File: src/rtl/pbl_pkg.sv
// Shared types and board geometry for the naval-battle controller.
// Cell (r,c) lives at bit 34-5r-c of every 35-bit board vector.
package pbl_pkg;
    localparam int ROWS  = 7;
    localparam int COLS  = 5;
    localparam int CELLS = ROWS * COLS;

    typedef enum logic [2:0] {
        ST_IDLE    = 3'd0,
        ST_MISS    = 3'd1,
        ST_HIT     = 3'd2,
        ST_REPEAT  = 3'd3,
        ST_INVALID = 3'd4,
        ST_WIN     = 3'd5,
        ST_LOSE    = 3'd6
    } status_e;

    typedef enum logic [1:0] {
        S_IDLE  = 2'd0,
        S_CHECK = 2'd1,
        S_OVER  = 2'd2
    } state_e;

    // Only meaningful for in-range coordinates; callers guard out-of-range ones.
    function automatic logic [5:0] cell_idx(input logic [2:0] r, input logic [2:0] c);
        return 6'(CELLS - 1 - COLS * int'(r) - int'(c));
    endfunction
endpackage

File: src/rtl/modulo_sincroniza_botao.sv
// Two-flop synchroniser for an asynchronous button, plus a delay flop that
// turns each rising edge into a single-cycle fire pulse.
module modulo_sincroniza_botao (
    input  logic clk,
    input  logic clr,
    input  logic btn,
    output logic fire
);
    logic sync1, sync2, dly;

    always_ff @(posedge clk) begin
        if (!clr) begin
            sync1 <= 1'b0;
            sync2 <= 1'b0;
            dly   <= 1'b0;
        end else begin
            sync1 <= btn;
            sync2 <= sync1;
            dly   <= sync2;
        end
    end

    assign fire = sync2 & ~dly;
endmodule

File: src/rtl/modulo_controle_jogo.sv
// Naval-battle game controller: shot validation and scoring against the ship
// matrix, shot counter, win/lose detection, and display/LED scan selects.
module modulo_controle_jogo
    import pbl_pkg::*;
#(
    parameter int MAX_SHOTS = 15,
    parameter int SCAN_DIV  = 50000
) (
    input  logic        clk,
    input  logic        clr,
    input  logic        btn_confirm,
    input  logic [5:0]  coord,
    input  logic [34:0] m_po,
    output logic [34:0] m_at,
    output logic [2:0]  status,
    output logic [4:0]  shots_left,
    output logic        game_over,
    output logic [1:0]  digit_sel,
    output logic [2:0]  row_sel,
    output logic [4:0]  row_po,
    output logic [4:0]  row_at
);
    localparam int PW = (SCAN_DIV > 2) ? $clog2(SCAN_DIV) : 1;
    localparam logic [PW-1:0] PRESC_TC = PW'(SCAN_DIV - 1);

    logic        fire;
    state_e      state, state_n;
    status_e     status_q, status_n;
    logic [34:0] m_at_n;
    logic [4:0]  shots_n;
    logic [5:0]  coord_q, coord_n;
    logic [PW-1:0] presc;

    modulo_sincroniza_botao u_sync (
        .clk  (clk),
        .clr  (clr),
        .btn  (btn_confirm),
        .fire (fire)
    );

    logic [2:0] shot_r, shot_c;
    logic [5:0] shot_idx;
    logic       shot_ok;
    assign shot_r   = coord_q[5:3];
    assign shot_c   = coord_q[2:0];
    assign shot_ok  = (shot_r <= 3'd6) && (shot_c <= 3'd4);
    assign shot_idx = cell_idx(shot_r, shot_c);

    always_ff @(posedge clk) begin
        if (!clr) begin
            state      <= S_IDLE;
            status_q   <= ST_IDLE;
            m_at       <= '0;
            shots_left <= 5'(MAX_SHOTS);
            game_over  <= 1'b0;
            coord_q    <= '0;
        end else begin
            state      <= state_n;
            status_q   <= status_n;
            m_at       <= m_at_n;
            shots_left <= shots_n;
            game_over  <= (state_n == S_OVER);
            coord_q    <= coord_n;
        end
    end

    always_comb begin
        state_n  = state;
        status_n = status_q;
        m_at_n   = m_at;
        shots_n  = shots_left;
        coord_n  = coord_q;
        case (state)
            S_IDLE: begin
                if (fire) begin
                    state_n = S_CHECK;
                    coord_n = coord;
                end
            end
            S_CHECK: begin
                state_n = S_IDLE;
                if (!shot_ok) begin
                    status_n = ST_INVALID;
                end else if (m_at[shot_idx]) begin
                    status_n = ST_REPEAT;
                end else begin
                    m_at_n[shot_idx] = 1'b1;
                    shots_n  = shots_left - 5'd1;
                    status_n = m_po[shot_idx] ? ST_HIT : ST_MISS;
                    // Sinking the last ship on the final shot counts as a win.
                    if ((m_po & ~m_at_n) == '0) begin
                        status_n = ST_WIN;
                        state_n  = S_OVER;
                    end else if (shots_n == 5'd0) begin
                        status_n = ST_LOSE;
                        state_n  = S_OVER;
                    end
                end
            end
            S_OVER:  state_n = S_OVER;
            default: state_n = S_IDLE;
        endcase
    end

    // Scan runs regardless of game state.
    always_ff @(posedge clk) begin
        if (!clr) begin
            presc     <= '0;
            digit_sel <= 2'd0;
            row_sel   <= 3'd0;
        end else if (presc == PRESC_TC) begin
            presc     <= '0;
            digit_sel <= (digit_sel == 2'd2) ? 2'd0 : digit_sel + 2'd1;
            row_sel   <= (row_sel == 3'd6) ? 3'd0 : row_sel + 3'd1;
        end else begin
            presc <= presc + 1'b1;
        end
    end

    logic [5:0] row_base;
    assign row_base = cell_idx(row_sel, 3'd0);
    assign row_po   = m_po[row_base -: 5];
    assign row_at   = m_at[row_base -: 5];
    assign status   = status_q;
endmodule
File: config.mk
export PLATFORM = sky130hd
export DESIGN_NAME = modulo_controle_jogo
export DESIGN_NICKNAME = d
export VERILOG_FILES = /design/src/rtl/pbl_pkg.sv /design/src/rtl/modulo_sincroniza_botao.sv /design/src/rtl/modulo_controle_jogo.sv
export SDC_FILE = /design/constraint.sdc
export NUM_CORES = 1
export LEC_CHECK = 0
export CAP_MARGIN = 20
export CORE_MARGIN = 5
export CORE_UTILIZATION = 46
export DETAILED_ROUTE_END_ITERATION = 7
export GPL_TIMING_DRIVEN = 0
export HOLD_SLACK_MARGIN = 0.06
export PLACE_DENSITY_LB_ADDON = 0.2
export RECOVER_POWER = 25
export SLEW_MARGIN = 0
export SYNTH_ARGS = -nofsm -noshare
export SYNTH_HDL_FRONTEND = slang
export SYNTH_HIERARCHICAL = 1
export SYNTH_SLANG_ARGS = --single-unit
File: constraint.sdc
create_clock -name clk -period 4.18 [get_ports clk]
set_input_delay 0.418 -clock clk [delete_from_list [all_inputs] [get_ports clk]]
set_output_delay 0.418 -clock clk [all_outputs]
set_load 0.005 [all_outputs]
[Word-level counts from Yosys, hierarchy flattened]
Cells that the tools add are included.
Word-level totals
  bits in read-only memories: 0
  memories kept: 0
  memory bits (writable): 0
  bits of input ports: 44
  word-level logic and storage cells: 67
  register bits: 76
  output and inout bits: 59
  latch bits: 0
Operators by class
  bitwise gates (word level): 7
  equal/unequal tests: 6
  muxes and demuxes: 19
  magnitude comparators: 4
  reductions and logical operators: 8
  divide/modulo/power cells: 0
  multiply operators: 2
  $add $sub $neg: 7
  shifts and indexed selects: 2
Operators by type and width (number)
  indexed part select 39 x 7 -> 5 bit: 2
  AND 35 bit: 1
  zero test 35 bit: 1
  NOT 35 bit: 1
  OR 35 bit: 1
  adder 16 x 1 -> 16 bit (second input constant): 1
  equality test 16 bit (second input constant): 1
  2-to-1 mux 3 bit: 5
  2-to-1 mux 2 bit: 7
  binary-select mux 1 bit (select 6 bit): 2
  multiplier 3 x 3 -> 6 bit (first input constant): 2
  subtractor 6 bit (first input constant): 2
  < comparator 6 x 7 -> 1 bit (second input constant): 1
  demux 1 bit (select 6 bit): 1
  equality test 2 bit (second input constant): 3
  greater-or-equal comparator 6 x 1 -> 1 bit (second input constant): 1
  <= comparator 3 bit (second input constant): 2
  case mux 2 bit (3 select lines): 1
  subtractor 6 x 4 -> 6 bit: 1
  zero test 5 bit: 1
  subtractor 5 x 1 -> 5 bit (second input constant): 1
  adder 3 x 1 -> 3 bit (second input constant): 1
  equality test 3 bit (second input constant): 1
  2-to-1 mux 1 bit: 3
  other kinds (9): 12

[Longest topological paths before layout]
Gate-level depths: netlist (run 1).
  depth in word-level cells: 16
  gate-level depth with buffers: 17
  mapped depth without buffers: 15

[Modules after synthesis]
The synthesis (run 1) kept the hierarchy.
Modules (own cells, without submodules)
  modulo_controle_jogo: sequential area each 1461.4 µm², times used 1, cells an instance 849, area an instance 7064.3 µm²
  modulo_sincroniza_botao: sequential area each 60.1 µm², times used 1, cells an instance 7, area an instance 92.6 µm²

[Worst setup path before layout (run 1)]
Ideal clock, no wire load.
  path type: reg2out
  start point: register row_sel[0]
  end point: output port row_at[2]
  cell stages (with the launch flop): 12
  data required time: 3762 ps
  data arrival time: 3593 ps
  slack: 169 ps
  buffers on the path: 6
  cells stage by stage: dfxtp_1 buf_2 clkinv_1 clkbuf_1 ha_1 clkbuf_1 buf_1 clkbuf_1 clkbuf_1 mux4_2 o311ai_0 o211ai_1
On the way
  word-level cells in the longest chain between the ends: 3
RTL lines
  start, declared: RTL line modulo_controle_jogo.sv:19  | output logic [2:0] row_sel,
  start signal, assigned: RTL line modulo_controle_jogo.sv:114  | row_sel <= (row_sel == 3'd6) ? 3'd0 : row_sel + 3'd1;
  multiplier 3 x 3 -> 6 bit: RTL line pbl_pkg.sv:26  | return 6'(CELLS - 1 - COLS * int'(r) - int'(c));
  subtractor 6 bit: RTL line pbl_pkg.sv:26
  indexed part select 39 x 7 -> 5 bit: RTL line modulo_controle_jogo.sv:123  | assign row_at = m_at[row_base -: 5];
  end, declared: RTL line modulo_controle_jogo.sv:21  | output logic [4:0] row_at
No other way between the ends.

[Final worst setup path (run 1)]
  start point: register coord_q[2]
  end point: register status_q[1] (netlist: status[1])
On the way
  word-level cells in the longest chain between the ends: 12
  elaborated cells between the ends (all ways): 21
  classes of those cells: add/sub: 1; order compare: 3; mux: 11; bitwise: 3; reduce/logical: 3
RTL lines
  start, declared: RTL line modulo_controle_jogo.sv:31  | logic [5:0] coord_q, coord_n;
  start signal, assigned: RTL line modulo_controle_jogo.sv:63  | coord_q <= coord_n;
  subtractor 6 x 4 -> 6 bit: RTL line pbl_pkg.sv:26
  < comparator 6 x 7 -> 1 bit (not written as such) or greater-or-equal comparator 6 x 1 -> 1 bit (tied branches): RTL line modulo_controle_jogo.sv:87  | m_at_n[shot_idx] = 1'b1;
  logical AND 1 bit (not written as such): RTL line modulo_controle_jogo.sv:87
  2-to-1 mux 1 bit (not written as such): RTL line modulo_controle_jogo.sv:87
  demux 1 bit (select 6 bit): RTL line modulo_controle_jogo.sv:87
  OR 35 bit (no line)
  NOT 35 bit: RTL line modulo_controle_jogo.sv:91  | if ((m_po & ~m_at_n) == '0) begin
  AND 35 bit: RTL line modulo_controle_jogo.sv:91
  zero test 35 bit: RTL line modulo_controle_jogo.sv:91
  2-to-1 mux 3 bit: RTL line modulo_controle_jogo.sv:91
  2-to-1 mux 3 bit: RTL line modulo_controle_jogo.sv:84  | end else if (m_at[shot_idx]) begin
  2-to-1 mux 3 bit (*): RTL line modulo_controle_jogo.sv:82  | if (!shot_ok) begin
  end signal, assigned: RTL line modulo_controle_jogo.sv:59  | status_q <= status_n;
  end, declared: RTL line modulo_controle_jogo.sv:28  | status_e status_q, status_n;
Every way passes the cells marked *; elsewhere a longest branch is shown, timed or not. The select of a mux whose other input is x is not followed.
A chain may end at the register's enable or synchronous reset.

==> results.sh, run 1 <==
export IMPL_status="finished, final reports clean"
export IMPL_area_delta_synth_final_pct=25.9
export IMPL_vias_per_cell=6.34
export IMPL_synthArstFlopShare=0
export IMPL_pwr_share_seq=0.353
export IMPL_clock_skew_ns=0.00890
export IMPL_cts_max_level=3
export IMPL_wl_per_cell_um=23.9
export IMPL_grt_usage=0.308
export IMPL_yosys_area_top_type_share=0.213
export IMPL_cp_arrival_ns=4.36
export IMPL_min_delay_path_class="reg2reg"
export IMPL_critPathRequiredTime_ns=4.42
export IMPL_cellPowerDensity_mw_per_mm2=232
export IMPL_antenna_found_initial=0
export IMPL_dp_hpwl_um=21300
export IMPL_die_area_mm2=0.0182
export IMPL_insertion_delay_ns=0.35
export IMPL_max_freq_mhz=243
export IMPL_yosysSeqAreaShare=0.213
export IMPL_min_period_ns=4.11
export IMPL_yosys_cell_types_count=75
export IMPL_p_int_uw=1460
export IMPL_cts_root_buf="clkbuf_16"
export IMPL_finalCritPeriodShare=0.984
export IMPL_yosys_top_cells_count="91 x nor2_1, 76 x dfxtp_1, 67 x nand2_1"
export IMPL_grt_max_degree=20
export IMPL_drt_iter0_markers=1075
export IMPL_ys_top_cells_by_area="dfxtp_1 21%, mux4_2 14%, mux2i_1 6.9%"
export IMPL_ant_nets=0
export IMPL_fill_cells=1406
export IMPL_final_max_slew_viol_count=0
export IMPL_routed_wl_um=28300
export IMPL_end_kind="flip-flop"
export IMPL_ir_drop_mv=0.242
export IMPL_synth_most_common_cell="nor2_1"
export IMPL_syn_avg_cell_area_um2=8.36
export IMPL_cp_start_kind="flip-flop"
export IMPL_core_mm2=0.0153
export IMPL_synth_edf_count=0
export IMPL_path_class="reg2reg"
export IMPL_switchingPower_uw=636
export IMPL_cts_sinks=76
export IMPL_synthCells=856
export IMPL_first_pass_iters=6
export IMPL_whs_ns=0.441
export IMPL_maxSlewHeadroom=0.391
export IMPL_p_comb_frac=0.223
export IMPL_p_leak_uw=0.00331
export IMPL_io_buffers=102
export IMPL_grt_pass1_vias=7129
export IMPL_synthFlopType="dfxtp_1"
export IMPL_yosys_area_top_type="dfxtp_1"
export IMPL_clockBufferDepth=2
export IMPL_hold_viol_final=0
export IMPL_grt_pass1_wl_um=42700
export IMPL_tightestPinTransition_ns=0.913
export IMPL_setup_violations=0
export IMPL_drc=0
export IMPL_gr_total_overflow=0
export IMPL_ios=103
export IMPL_vias=7508
export IMPL_swShare=0.304
export IMPL_cts_buffers_inserted=9
export IMPL_synthesis_nets=921
export IMPL_crit_path_max_fanout=6
export IMPL_dieHeight_um=135
export IMPL_clk_pin_slew_ns=0.07
export IMPL_rsz0062_at_grt="false"
export IMPL_post_route_cells_drive_above_1_share=0.150
export IMPL_dp_cells=1169
export IMPL_nets=1033
export IMPL_gp_congestion=0.999
export IMPL_cts_hold_buf=0
export IMPL_cap_viol_max_count=0
export IMPL_die_w_um=135
export IMPL_antenna_cells=0
export IMPL_cts_tree="yes"
export IMPL_p_clk_frac=0.424
export IMPL_synth_warnings=6
export IMPL_netlist_area_mm2=0.00716
export IMPL_start_util=0.469
export IMPL_rows=45
export IMPL_ys_seq_elements=76
export IMPL_layoutNonFillerInstCount=1184
[state kept, by name (all words and copies together), names as in the netlist]
name / flops
state: 2
coord_q: 6
presc: 16
u_sync/sync2: 1
digit_sel: 2
shots_left: 5
game_over: 1
m_at: 35
row_sel: 3
status: 3
u_sync/sync1: 1
u_sync/dly: 1
[critical path, cell delays in order, from the launching register on]
cell,delay (ns)
dfxtp_1,0.33
ha_1,0.29
inv_1,0.08
fa_1,0.42
ha_2,0.20
fa_1,0.41
xor2_1,0.28
or3_1,0.44
o31a_1,0.34
nor4_2,0.32
nand4_1,0.19
or3_4,0.47
a41o_1,0.24
[cells in the final DEF (no fill, tap or decap), drive strengths merged, types with 5 or more instances in the layout]
master,instances
ha,17
mux2,13
a22oi,8
nand2,67
and2,10
nor2b,33
a221oi,9
o221ai,8
or3,9
nand4,8
dfxtp,76
mux4,46
a31oi,5
inv,35
dlygate4sd3,13
nor2,91
mux2i,49
o211ai,8
o21a,31
o21ai,49
a21oi,51
and3,12
nand3,23
xnor2,10
buf,27
o22ai,10
nand2b,27
clkdlybuf4s50,88
nor3,19
a211oi,11
clkbuf,36
xor2,10
[final cells by class]
cell class                 instances  area [um^2]  area share
clock inverter                     7          106      0.0118
multi-input combinational        691         5350       0.594
tap                              211          264      0.0293
sequential                        76         1530       0.169
clock buffer                       9          225      0.0250
timing repair buffer             106         1050       0.117
inverter                          33          129      0.0143
buffer                            51          360      0.0400
[metrics by stage]
stage	cell area (um^2)	power, uW	setup TNS [ns]	util	setup slack [ns]
after floorplan	7160	1030	0	-	0.169
after global placement	8440	1200	-16.71	0.553	-1.77
after detailed placement	8440	1200	-16.15	0.553	-1.69
after CTS	8950	2090	0	0.586	0.00233
after global routing	9010	2170	0	0.590	0.000389
final	9010	2090	0	0.590	0.0664
[power groups by stage]
| stage | Clock [uW] | Combinational [uW] | Sequential, uW |
|---|---|---|---|
| detailed placement | 0 | 448 | 756 |
| finish | 887 | 468 | 739 |
| global placement | 0 | 448 | 756 |
| floorplan | 0 | 273 | 754 |
| CTS | 902 | 451 | 739 |
| global route | 933 | 497 | 740 |
[logic make-up after synthesis]
logic type / synth area share
AO/OA/AOI/OAI: 0.203
adder cells (fa/ha/maj): 0.0409
flip-flops: 0.213
XOR/XNOR: 0.0245
buffers and inverters: 0.0577
multiplexers: 0.234
AND/OR/NAND/NOR: 0.227
[layer usage]
layer | routed length [um] | part of all wire | vias to the layer above | track usage
met5 | 0 | 0 | - | 0
li1 | - | - | 3381 | -
met2 | 12400 | 0.44 | 522 | 0.467
met4 | 1220 | 0.043 | 0 | 0.140
met3 | 3250 | 0.12 | 81 | 0.0756
met1 | 11400 | 0.40 | 3524 | 0.416
[what timing repair did]
item,CTS,global route
pin swaps,4,3
setup buffers,3,1
setup endpoints to repair,47,21
gates resized for setup,51,28
[path summary, 6_finish.rpt]
kind	startpoint	to	slack (ns)	cells after the start
hold reg to reg	u_sync/sync1	u_sync/sync2	0.44	1
setup reg to reg	coord_q[2]	status[1]	0.07	12
hold / removal	u_sync/sync1	u_sync/sync2	0.44	1
setup / recovery	coord_q[2]	status[1]	0.07	12
Power figures use the tool's default switching activity.
==> inputs of run 2 (changes only) <==
--- a/config.mk
+++ b/config.mk
@@ -13,6 +13,7 @@
 export HOLD_SLACK_MARGIN = 0.06
 export PLACE_DENSITY_LB_ADDON = 0.2
 export RECOVER_POWER = 25
+export SKIP_LAST_GASP = 1
 export SLEW_MARGIN = 0
 export SYNTH_ARGS = -nofsm -noshare
 export SYNTH_HDL_FRONTEND = slang
==> constraint.sdc (replaced) <==
create_clock -name clk -period 4.25 [get_ports clk]
set_input_delay 0.425 -clock clk [delete_from_list [all_inputs] [get_ports clk]]
set_output_delay 0.425 -clock clk [all_outputs]
set_load 0.005 [all_outputs]
==> run 2 against run 1 <==
Against the previous run: wire length fell by 0.35%; first-iteration DRC count is 7.3% higher; non-clock buffer count up 3; combinational power down 3%; die area did not move; global-route usage is 0.063 points higher; worst hold slack is essentially flat; largest power group unchanged.
==> results.sh, run 2 (synthesis gave the netlist of run 1 again) <==
export IMPL_cp_cell_sequence="ha_1 > inv_1 > fa_1 > ha_1 > fa_1 > xor2_1 > nor2_1 > a22oi_1 > nor4_1 > nand4_1 > or3_4 > a41o_1"
export IMPL_cts_hold_buf=0
export IMPL_cp_start_kind="flip-flop"
export IMPL_cp_arrival_ns=4.47
export IMPL_crit_path_top_delay_cell="nor2_1"
export IMPL_finalSetupTns_ns=0
export IMPL_finalCritPeriodShare=0.994
export IMPL_antenna_cells=0
export IMPL_nets=1036
export IMPL_clk_pin_slew_ns=0.07
export IMPL_maxSlewHeadroom=0.401
export IMPL_post_route_cells_drive_above_1_share=0.148
export IMPL_largest_register_ff_count=35
export IMPL_routed_wl_um=28200
export IMPL_final_area_mm2=0.00900
export IMPL_vias_per_cell=6.27
export IMPL_layout_commonest_cell="nor2_1"
export IMPL_antenna_found_initial=0
export IMPL_die_area_mm2=0.0182
export IMPL_gr_total_overflow=0
export IMPL_critPathTopFamily="simple AND/OR/NAND/NOR gates"
export IMPL_cts_root_buf="clkbuf_16"
export IMPL_slowest_delay_ns=0.58
export IMPL_dieHeight_um=135
export IMPL_min_period_ns=4.23
export IMPL_largestRegisters="m_at (35), presc (16), coord_q (6)"
export IMPL_drt_iter0_markers=1154
export IMPL_regMostFlops="m_at"
export IMPL_hold_viol_final=0
export IMPL_drc=0
export IMPL_grt_pass1_wl_um=42800
export IMPL_end_kind="flip-flop"
export IMPL_rsz0062_at_grt="true"
export IMPL_clockBufferDepth=2
export IMPL_core_mm2=0.0153
export IMPL_ir_drop_mv=0.237
export IMPL_cellPowerDensity_mw_per_mm2=228
export IMPL_grt_usage=0.309
export IMPL_vias=7447
export IMPL_area_delta_synth_final_pct=25.7
export IMPL_setup_violations=0
export IMPL_max_freq_mhz=237
export IMPL_critPathRequiredTime_ns=4.49
export IMPL_first_pass_iters=5
export IMPL_cts_sinks=76
export IMPL_path_class="reg2reg"
export IMPL_final_max_slew_viol_count=0
export IMPL_cap_viol_max_count=0
export IMPL_final_cell_mix="90 x nor2_1, 89 x clkdlybuf4s50_1, 75 x dfxtp_1"
export IMPL_p_leak_uw=0.00332
export IMPL_grt_max_degree=16
export IMPL_clock_skew_ns=0.00803
export IMPL_die_w_um=135
export IMPL_crit_path_max_fanout=8
export IMPL_gp_congestion=0.999
export IMPL_status="finished, final reports clean"
export IMPL_cts_max_level=3
export IMPL_grt_pass1_vias=7155
export IMPL_cts_buffers_inserted=9
export IMPL_cts_tree="yes"
export IMPL_min_delay_path_class="reg2reg"
export IMPL_placed_cell_area_mm2=0.00844
export IMPL_ios=103
export IMPL_wl_per_cell_um=23.7
export IMPL_insertion_delay_ns=0.35
export IMPL_ant_nets=0
export IMPL_io_buffers=102
export IMPL_dp_hpwl_um=21300
export IMPL_critPathBufInv=1
export IMPL_start_util=0.469
export IMPL_rows=45
export IMPL_tightestPinTransition_ns=0.898
## run 2: cell type report
type,count,area [um^2]
Sequential cell,76,1530
Fill cell,1409,6260
Inverter,33,125
Timing Repair Buffer,107,1060
Buffer,53,364
Clock buffer,9,225
Clock inverter,7,106
Multi-Input combinational cell,691,5330
Tap cell,211,264
## run 2: repair_timing
action,CTS,global route
endpoints found under the setup margin,18,18
resized for setup,47,31
pin swaps,2,2
setup buffers,2,3
## run 2: metrics by stage
step                       util  instances  hold WS, ns  setup slack (ns)  total power, uW
after floorplan               -        856        0.406             0.232             1010
after global placement    0.553       1169        0.417             -1.71             1180
after detailed placement  0.553       1169        0.416             -1.63             1180
after CTS                 0.585       1185        0.429            -0.106             2060
after global routing      0.590       1187        0.453           -0.0670             2130
final                     0.590       1187        0.442            0.0240             2050
## run 2: metal layers
layer	vias up	routed length, um	track usage
li1	3393	-	-
met1	3450	11200	0.414
met2	518	12200	0.468
met3	86	3380	0.0801
met4	0	1340	0.139
met5	-	0	0
## run 2: worst paths after layout
| path | startpoint | cells after the start | end | slack, ns |
|---|---|---|---|---|
| worst max-delay path | coord_q[2] | 12 | status[1] | 0.02 |
| worst min-delay path | u_sync/sync1 | 1 | u_sync/sync2 | 0.44 |
| worst max register to register | coord_q[2] | 12 | status[1] | 0.02 |
| worst min register to register | u_sync/sync1 | 1 | u_sync/sync2 | 0.44 |
## run 2: power breakdown
| part | switching, uW | internal, uW |
|---|---|---|
| combinational | 266 | 189 |
| sequential | 7.23 | 720 |
| clock | 348 | 525 |
==> inputs of run 3 (changes only) <==
--- a/config.mk
+++ b/config.mk
@@ -8,6 +8,7 @@
 export CAP_MARGIN = 20
 export CORE_MARGIN = 5
 export CORE_UTILIZATION = 46
+export CTS_BUF_LIST = sky130_fd_sc_hd__clkbuf_4 sky130_fd_sc_hd__clkbuf_8 sky130_fd_sc_hd__clkbuf_16
 export DETAILED_ROUTE_END_ITERATION = 7
 export GPL_TIMING_DRIVEN = 0
 export HOLD_SLACK_MARGIN = 0.06
==> results of run 3 <==
Same layout as run 2: the final DEF is identical, and so are final timing and power.
